[src/rtl/stack_param.sv]
// rtl/stack_param.sv - parametrised LIFO stack with registered read, flags and error strobe
module stack_param #(
    parameter int WIDTH     = 4,
    parameter int DEPTH     = 5,
    parameter int OVERWRITE = 0,
    localparam int IW = (DEPTH > 1) ? $clog2(DEPTH) : 1,
    localparam int CW = $clog2(DEPTH + 1)
) (
    input  logic             CLK,
    input  logic             RESET,
    input  logic [1:0]       COMMAND,
    input  logic [IW-1:0]    INDEX,
    input  logic [WIDTH-1:0] I_DATA,
    output logic [WIDTH-1:0] O_DATA,
    output logic             O_VALID,
    output logic [CW-1:0]    COUNT,
    output logic             EMPTY,
    output logic             FULL,
    output logic             ERROR
);

    // Sum width: bottom pointer plus occupancy stays below 2*DEPTH.
    localparam int SW = CW + 1;

    typedef enum logic [1:0] {
        CMD_NOP  = 2'b00,
        CMD_PUSH = 2'b01,
        CMD_POP  = 2'b10,
        CMD_GET  = 2'b11
    } cmd_e;

    logic [WIDTH-1:0] mem_q [DEPTH];
    logic [IW-1:0]    bp_q, bp_d;
    logic [CW-1:0]    count_q, count_d;
    logic [WIDTH-1:0] o_data_q, o_data_d;
    logic             o_valid_q, o_valid_d;
    logic             error_q, error_d;

    logic             wr_en;
    logic [IW-1:0]    wr_addr;
    logic [IW-1:0]    push_slot;
    logic [IW-1:0]    bp_next;
    logic [IW-1:0]    rd_idx;
    logic             rd_ok;
    logic [IW-1:0]    rd_slot;
    logic             full, empty;
    cmd_e             cmd;

    function automatic logic [IW-1:0] wrap(input logic [SW-1:0] x);
        if (x >= SW'(DEPTH)) begin
            wrap = IW'(x - SW'(DEPTH));
        end else begin
            wrap = IW'(x);
        end
    endfunction

    assign cmd       = cmd_e'(COMMAND);
    assign full      = (count_q == CW'(DEPTH));
    assign empty     = (count_q == '0);
    assign push_slot = wrap(SW'(bp_q) + SW'(count_q));
    assign bp_next   = wrap(SW'(bp_q) + SW'(1));

    // POP and GET share one read port: POP is a GET of offset zero.
    assign rd_idx  = (cmd == CMD_POP) ? '0 : INDEX;
    assign rd_ok   = (SW'(rd_idx) < SW'(count_q));
    assign rd_slot = rd_ok ? wrap(SW'(bp_q) + SW'(count_q) - SW'(1) - SW'(rd_idx)) : '0;

    always_comb begin
        bp_d      = bp_q;
        count_d   = count_q;
        o_data_d  = o_data_q;
        o_valid_d = 1'b0;
        error_d   = 1'b0;
        wr_en     = 1'b0;
        wr_addr   = push_slot;
        case (cmd)
            CMD_PUSH: begin
                if (!full) begin
                    wr_en   = 1'b1;
                    count_d = count_q + CW'(1);
                end else if (OVERWRITE != 0) begin
                    // Full in history mode: oldest entry is replaced and the bottom advances.
                    wr_en   = 1'b1;
                    wr_addr = bp_q;
                    bp_d    = bp_next;
                end else begin
                    error_d = 1'b1;
                end
            end
            CMD_POP: begin
                if (rd_ok) begin
                    o_data_d  = mem_q[rd_slot];
                    o_valid_d = 1'b1;
                    count_d   = count_q - CW'(1);
                end else begin
                    error_d = 1'b1;
                end
            end
            CMD_GET: begin
                if (rd_ok) begin
                    o_data_d  = mem_q[rd_slot];
                    o_valid_d = 1'b1;
                end else begin
                    error_d = 1'b1;
                end
            end
            default: ;
        endcase
    end

    always_ff @(posedge CLK or posedge RESET) begin
        if (RESET) begin
            bp_q      <= '0;
            count_q   <= '0;
            o_data_q  <= '0;
            o_valid_q <= 1'b0;
            error_q   <= 1'b0;
        end else begin
            bp_q      <= bp_d;
            count_q   <= count_d;
            o_data_q  <= o_data_d;
            o_valid_q <= o_valid_d;
            error_q   <= error_d;
        end
    end

    // Array contents survive reset; they are unreachable until pushed again.
    always_ff @(posedge CLK) begin
        if (wr_en) begin
            mem_q[wr_addr] <= I_DATA;
        end
    end

    assign O_DATA  = o_data_q;
    assign O_VALID = o_valid_q;
    assign COUNT   = count_q;
    assign EMPTY   = empty;
    assign FULL    = full;
    assign ERROR   = error_q;

endmodule

[config.mk]
export PLATFORM = sky130hd
export DESIGN_NAME = stack_param
export DESIGN_NICKNAME = d
export VERILOG_FILES = /design/src/rtl/stack_param.sv
export SDC_FILE = /design/constraint.sdc
export NUM_CORES = 1
export LEC_CHECK = 0
export ABC_AREA = 1
export CORE_UTILIZATION = 40
export CTS_CLUSTER_DIAMETER = 40
export DETAILED_ROUTE_END_ITERATION = 6
export DONT_BUFFER_PORTS = 1
export PLACE_DENSITY = 0.6
export SYNTH_ARGS = -nofsm -noshare
export SYNTH_HDL_FRONTEND = slang
export SYNTH_SLANG_ARGS = --single-unit
[constraint.sdc]
create_clock -name CLK -period 3.3 [get_ports CLK]
set_clock_uncertainty 0.1 [all_clocks]
set_input_delay 0.495 -clock CLK [delete_from_list [all_inputs] [get_ports CLK]]
set_output_delay 0.495 -clock CLK [all_outputs]
set_load 0.01 [all_outputs]
==> results of run 1 <==
## layout make-up
class	count	area, um2	share of cell area (%)
Clock buffer	6	72.6	3.80
Clock inverter	2	33.8	1.77
Inverter	41	154	8.05
Multi-Input combinational cell	114	746	39.0
Sequential cell	29	826	43.2
Tap cell	50	62.6	3.27
Timing Repair Buffer	2	17.5	0.916
## path summary, 6_finish.rpt
check	from	end	depth (start not counted)
worst min register to register	O_DATA[2]	O_DATA[2]	2
min in group asynchronous	RESET	O_DATA[1]	2
worst min-delay path	I_DATA[0]	mem_q[1][0]	0
max in group asynchronous	RESET	COUNT[2]	2
worst max-delay path	COMMAND[1]	O_DATA[3]	18
worst max register to register	COUNT[0]	O_DATA[3]	14
## power by group through the flow
stage               Combinational (mW)  Clock (mW)  Sequential [mW]
finish                            1.12       0.350            0.573
global route                      1.26       0.375            0.586
CTS                               1.12       0.356            0.575
detailed placement                1.11           0            0.582
global placement                  1.09           0            0.579
floorplan                        0.936           0            0.560
## worst max-delay path: stages
cell and delay [ns]:
inv_2 0.05, nor2_1 0.04, inv_1 0.17, nand2_1 0.13, ha_1 0.22, inv_1 0.07
fa_1 0.45, ha_1 0.23, nand2_1 0.11, nand3_4 0.11, nand2_4 0.12, nand2_8 0.07
nand3_4 0.10, nand2_1 0.07, nand3_1 0.07, nand3_1 0.08, nand2_1 0.08, nand2_1 0.06
## flip-flops by register name, indices dropped and copies added (netlist names)
| register | flops |
|---|---|
| O_DATA | 4 |
| O_VALID | 1 |
| mem_q | 20 |
| ERROR | 1 |
| COUNT | 3 |
## per-stage QoR
step	total power [mW]	setup slack [ns]	hold slack [ns]	area, um2
finish	2.05	0.631	0.211	1910
global route	2.23	0.450	0.194	1910
CTS	2.06	0.642	0.202	1910
detailed placement	1.70	0.346	0.292	1800
global placement	1.66	0.454	0.280	1800
floorplan	1.50	0.605	0.223	1730
## synthesized netlist by cell type (2+ instances only)
| master | instances | share of area, % |
|---|---|---|
| a21oi_1 | 8 | 2.3 |
| dfrtp_1 | 9 | 13 |
| edfxtp_1 | 20 | 35 |
| fa_1 | 2 | 2.3 |
| ha_1 | 11 | 7.9 |
| inv_1 | 37 | 8.0 |
| inv_2 | 4 | 0.87 |
| nand2_1 | 35 | 7.6 |
| nand2_2 | 3 | 1.1 |
| nand3_1 | 18 | 5.2 |
| nand3_4 | 4 | 4.0 |
| nand4_1 | 8 | 2.9 |
| nor2_1 | 9 | 1.9 |
| nor2_4 | 2 | 1.3 |
| o21ai_0 | 2 | 0.58 |
| xor2_1 | 2 | 1.0 |
## timing repair
action	in CTS	in global routing
setup endpoints to repair	0	0
hold endpoints to repair	9	0
hold buffers	1	0
## kinds of logic (layout without fill, tap and decap cells)
family | after synthesis | count (layout) | synth area share [%]
AND/OR/NAND/NOR | 85 | 85 | 27.2
XOR/XNOR | 2 | 2 | 1.01
flip-flops | 29 | 29 | 47.7
buffers and inverters | 42 | 51 | 9.31
AO/OA/AOI/OAI | 14 | 14 | 4.55
adder cells (fa/ha/maj) | 13 | 13 | 10.3
## routing by layer
layer	vias to the layer above	share of wire (%)	GRT usage, %	wire [um]
met3	6	6.2	6.67	207
met1	556	44	18.4	1470
li1	610	-	-	-
met5	-	0	0	0
met2	38	48	25.6	1610
met4	0	1.7	7.29	57
==> impl_metrics.env, run 1 <==
export IMPL_initial_core_util_pct=42.4
export IMPL_cts_tree="yes"
export IMPL_p_seq_share_pct=28.0
export IMPL_synth_async_reset_ratio_pct=31.0
export IMPL_die_w_um=67.8
export IMPL_die_h_um=67.8
export IMPL_hold_violations=0
export IMPL_cts_buffers=5
export IMPL_vias=1210
export IMPL_syn_instance_count=185
export IMPL_worstSetupPathType="in -> reg"
export IMPL_postRouteWirelength_um=3340
export IMPL_diodes=0
export IMPL_internal_power_mw=1.09
export IMPL_drt_first_pass_iters=4
export IMPL_vias_per_cell=4.96
export IMPL_yosys_most_used_dff="edfxtp_1"
export IMPL_grt_pass1_wl_um=5080
export IMPL_post_route_min_period_ns=2.67
export IMPL_grt_pass1_vias=1109
export IMPL_crit_fanout=9
export IMPL_ant_nets=0
export IMPL_syn_to_final_growth_pct=10.3
export IMPL_start_kind="input pin"
export IMPL_rrSetupSlack_ns=0.66
export IMPL_fin_cells=244
export IMPL_seq_area_frac_synth_pct=47.7
export IMPL_status="completed"
export IMPL_layout_commonest_cell="inv_1"
export IMPL_place_hpwl_um=2690
export IMPL_syn_area_per_cell_um2=9.37
export IMPL_slew_viol_final=0
export IMPL_htree_levels=2
export IMPL_vdd_ir_drop_max_uv=424
export IMPL_final_cell_mix="inv_1, nand2_1, edfxtp_1"
export IMPL_grt_overflow=0
export IMPL_gp_congestion=0.913
export IMPL_setup_viol=0
export IMPL_antenna_found_initial=0
export IMPL_arrival_ns=2.74
export IMPL_insertion_delay_ns=0.28
export IMPL_die_area_mm2=0.00460
export IMPL_core_area_mm2=0.00409
export IMPL_drc_errors=0
export IMPL_fp_row_count=23
export IMPL_syn_area_mm2=0.00173
export IMPL_ys_warnings_count=0
export IMPL_endpoint_kind="flop"
export IMPL_ctsResizeCount=0
export IMPL_num_nets_final=217
export IMPL_synth_edf_count=20
export IMPL_grt_setup_unrepaired="false"
export IMPL_pin_count=22
export IMPL_drtIter0Drc=28
export IMPL_min_path_type="in -> reg"
export IMPL_fin_setup_tns_ns=0
export IMPL_wire_per_inst_um=13.7
export IMPL_fmax_mhz=375
export IMPL_switching_power_mw=0.951
export IMPL_p_per_area_mw_per_mm2=1070
export IMPL_cts_sinks=29
export IMPL_period_share_pct=80.9
export IMPL_post_cts_buffers=0
export IMPL_pwr_share_clk_pct=17.1
export IMPL_root_buffer="clkbuf_8"
export IMPL_swShare_pct=46.5
export IMPL_clk_pin_slew_worst_paths_ns=0.06
export IMPL_ys_ff_latch=29
export IMPL_fin_util_pct=46.8
export IMPL_synth_nets=209
export IMPL_tightest_slew_ns=0.413
export IMPL_portBuffers=0
export IMPL_drive_above_1_share_pct=12.9
export IMPL_fillers=397
export IMPL_power_leakage_nw=0.919
export IMPL_drv_cap=0
export IMPL_pwr_share_comb_pct=54.8
export IMPL_dp_cells=235
export IMPL_synth_distinct_cells=27
export IMPL_cp_required_ns=3.37
export IMPL_grtUsageTotal_pct=15.9
export IMPL_cts_buffer_depth=2
export IMPL_grt_max_degree=14
export IMPL_relSlewSlack_pct=72.3
Power figures use the tool's default switching activity.
==> run 2: changes to the inputs <==
PLACE_DENSITY = 0.62   (was 0.6)
clock period = 2.2 ns   (was 3.3 ns; I/O delays follow)
==> run 2 against run 1 <==
The run now ends with setup timing left; worst setup slack worse by 0.78 ns; combinational power is 96% higher; via count is 4.9% higher; highest routed layer unchanged; wire length is 2.7% higher.
==> impl_metrics.env, run 2 (same netlist as run 1, synthesis figures left out) <==
export IMPL_fmax_mhz=426
export IMPL_grt_pass1_wl_um=5680
export IMPL_insertion_delay_ns=0.29
export IMPL_cts_sinks=29
export IMPL_drtIter0Drc=63
export IMPL_power_mw=3.54
export IMPL_ant_nets=0
export IMPL_grt_pass1_vias=1257
export IMPL_drive_above_1_share_pct=30.7
export IMPL_cts_buffers=5
export IMPL_endpoint_kind="flop"
export IMPL_p_seq_share_pct=22.8
export IMPL_status="finished, violations left"
export IMPL_grtUsageTotal_pct=17.6
export IMPL_wire_per_inst_um=13.1
export IMPL_syn_to_final_growth_pct=26.1
export IMPL_grt_max_degree=12
export IMPL_fin_util_pct=53.5
export IMPL_vdd_ir_drop_max_uv=698
export IMPL_crit_start="COUNT[0]"
export IMPL_top_register="mem_q"
export IMPL_num_nets_final=235
export IMPL_die_h_um=67.8
export IMPL_gp_congestion=0.877
export IMPL_arrival_ns=2.42
export IMPL_switching_power_mw=1.60
export IMPL_drc_errors=0
export IMPL_die_area_mm2=0.00460
export IMPL_swShare_pct=45.3
export IMPL_pin_count=22
export IMPL_post_route_min_period_ns=2.35
export IMPL_clk_pin_slew_worst_paths_ns=0.07
export IMPL_setup_viol=4
export IMPL_r2r_start="COUNT[0]"
export IMPL_holdWs_ns=0.0349
export IMPL_dp_slack_ns=-0.373
export IMPL_root_buffer="clkbuf_8"
export IMPL_cp_endpoint="O_DATA[0]"
export IMPL_dp_cells=251
export IMPL_cts_tree="yes"
export IMPL_drv_cap=0
export IMPL_grt_setup_unrepaired="true"
export IMPL_p_per_area_mw_per_mm2=1620
export IMPL_postRouteWirelength_um=3430
export IMPL_min_path_type="in -> reg"
export IMPL_fin_setup_tns_ns=-0.560
export IMPL_setup_slack_ns=-0.150
export IMPL_violations="setup timing"
export IMPL_r2r_end="O_DATA[0]"
export IMPL_htree_levels=2
export IMPL_rrSetupSlack_ns=-0.15
export IMPL_cts_buffer_depth=2
export IMPL_initial_core_util_pct=42.4
export IMPL_hold_violations=0
export IMPL_drt_first_pass_iters=4
export IMPL_grt_overflow=0
export IMPL_postLayoutCellArea_mm2=0.00218
export IMPL_dpl_cell_area_mm2=0.00198
export IMPL_period_share_pct=107
export IMPL_diodes=0
export IMPL_place_hpwl_um=2690
export IMPL_fp_row_count=23
export IMPL_start_kind="flop"
export IMPL_vias=1269
export IMPL_tightest_slew_ns=0.372
export IMPL_final_cell_mix="nand2_1, inv_1, edfxtp_1"
export IMPL_die_w_um=67.8
export IMPL_worstSetupPathType="reg -> reg"
export IMPL_largest_register_ffs=20
export IMPL_antenna_found_initial=0
export IMPL_pwr_share_clk_pct=15.0
export IMPL_core_area_mm2=0.00409
export IMPL_slew_viol_final=0
export IMPL_cp_required_ns=2.27
export IMPL_portBuffers=0
export IMPL_r2r_cells=15
export IMPL_fin_cells=262
export IMPL_internal_power_mw=1.94
export IMPL_crit_fanout=9
export IMPL_pwr_share_comb_pct=62.3
export IMPL_relSlewSlack_pct=75.2
export IMPL_vias_per_cell=4.84
export IMPL_power_leakage_nw=1.02
==> run 2: cell types whose count changed in the layout (fill, tap and decap cells not counted), sizes merged <==
cell,change
inv,-1
buf,+18
clkinvlp,+1
==> run 2: layer usage <==
| metal | up-vias | share of wire, % | wire length, um | GRT usage [%] |
|---|---|---|---|---|
| met3 | 4 | 4.0 | 137 | 5.33 |
| met5 | - | 0 | 0 | 0 |
| met4 | 0 | 2.1 | 71 | 7.81 |
| met1 | 589 | 44 | 1520 | 20.9 |
| met2 | 23 | 49 | 1700 | 29.3 |
| li1 | 653 | - | - | - |
==> run 2: what timing repair did <==
item | 4_1_cts | 5_1_grt
hold endpoints to repair | 9 | 0
setup buffers | 0 | 2
hold buffers | 1 | 0
pin swaps | 9 | 11
setup endpoints to repair | 16 | 24
resized for setup | 3 | 16
==> run 2: cell type report <==
type / count / area, um2
Clock buffer: 6 / 72.6
Multi-Input combinational cell: 114 / 847
Sequential cell: 29 / 826
Timing Repair Buffer: 20 / 173
Fill cell: 368 / 1900
Tap cell: 50 / 62.6
Inverter: 41 / 170
Clock inverter: 2 / 33.8
==> run 2: worst max-delay path, cell delays in order (launching register included) <==
cell and delay, ns:
dfrtp_1 0.38, ha_4 0.15, inv_2 0.03, fa_1 0.55
ha_2 0.19, inv_2 0.03, nand2_2 0.06, nand3_4 0.10
nand2_4 0.11, nand2_8 0.08, nand3_4 0.12, nand2_1 0.08
nand3_2 0.06, nand3_2 0.07, nand2_1 0.06, nand2_1 0.04
==> run 2: how the worst min path moves through the flow <==
stage | from | endpoint | cells after the start | slack (ns)
floorplan | RESET | COUNT[0] | 1 | 0.06
global placement | RESET | O_VALID | 1 | 0.1
detailed placement | RESET | O_DATA[0] | 1 | 0.11
CTS | I_DATA[1] | mem_q[0][1] | 0 | 0.03
global route | I_DATA[0] | mem_q[0][0] | 0 | 0.02
finish | I_DATA[0] | mem_q[0][0] | 0 | 0.03
==> run 2: power by group through the flow <==
stage          Sequential (mW)  Clock [mW]  Combinational (mW)
2_1_floorplan            0.845           0                1.45
3_3_place_gp             0.815           0                1.93
3_5_place_dp             0.819           0                1.99
4_1_cts                  0.808       0.535                2.03
5_1_grt                  0.822       0.565                2.45
6_report                 0.805       0.531                2.20
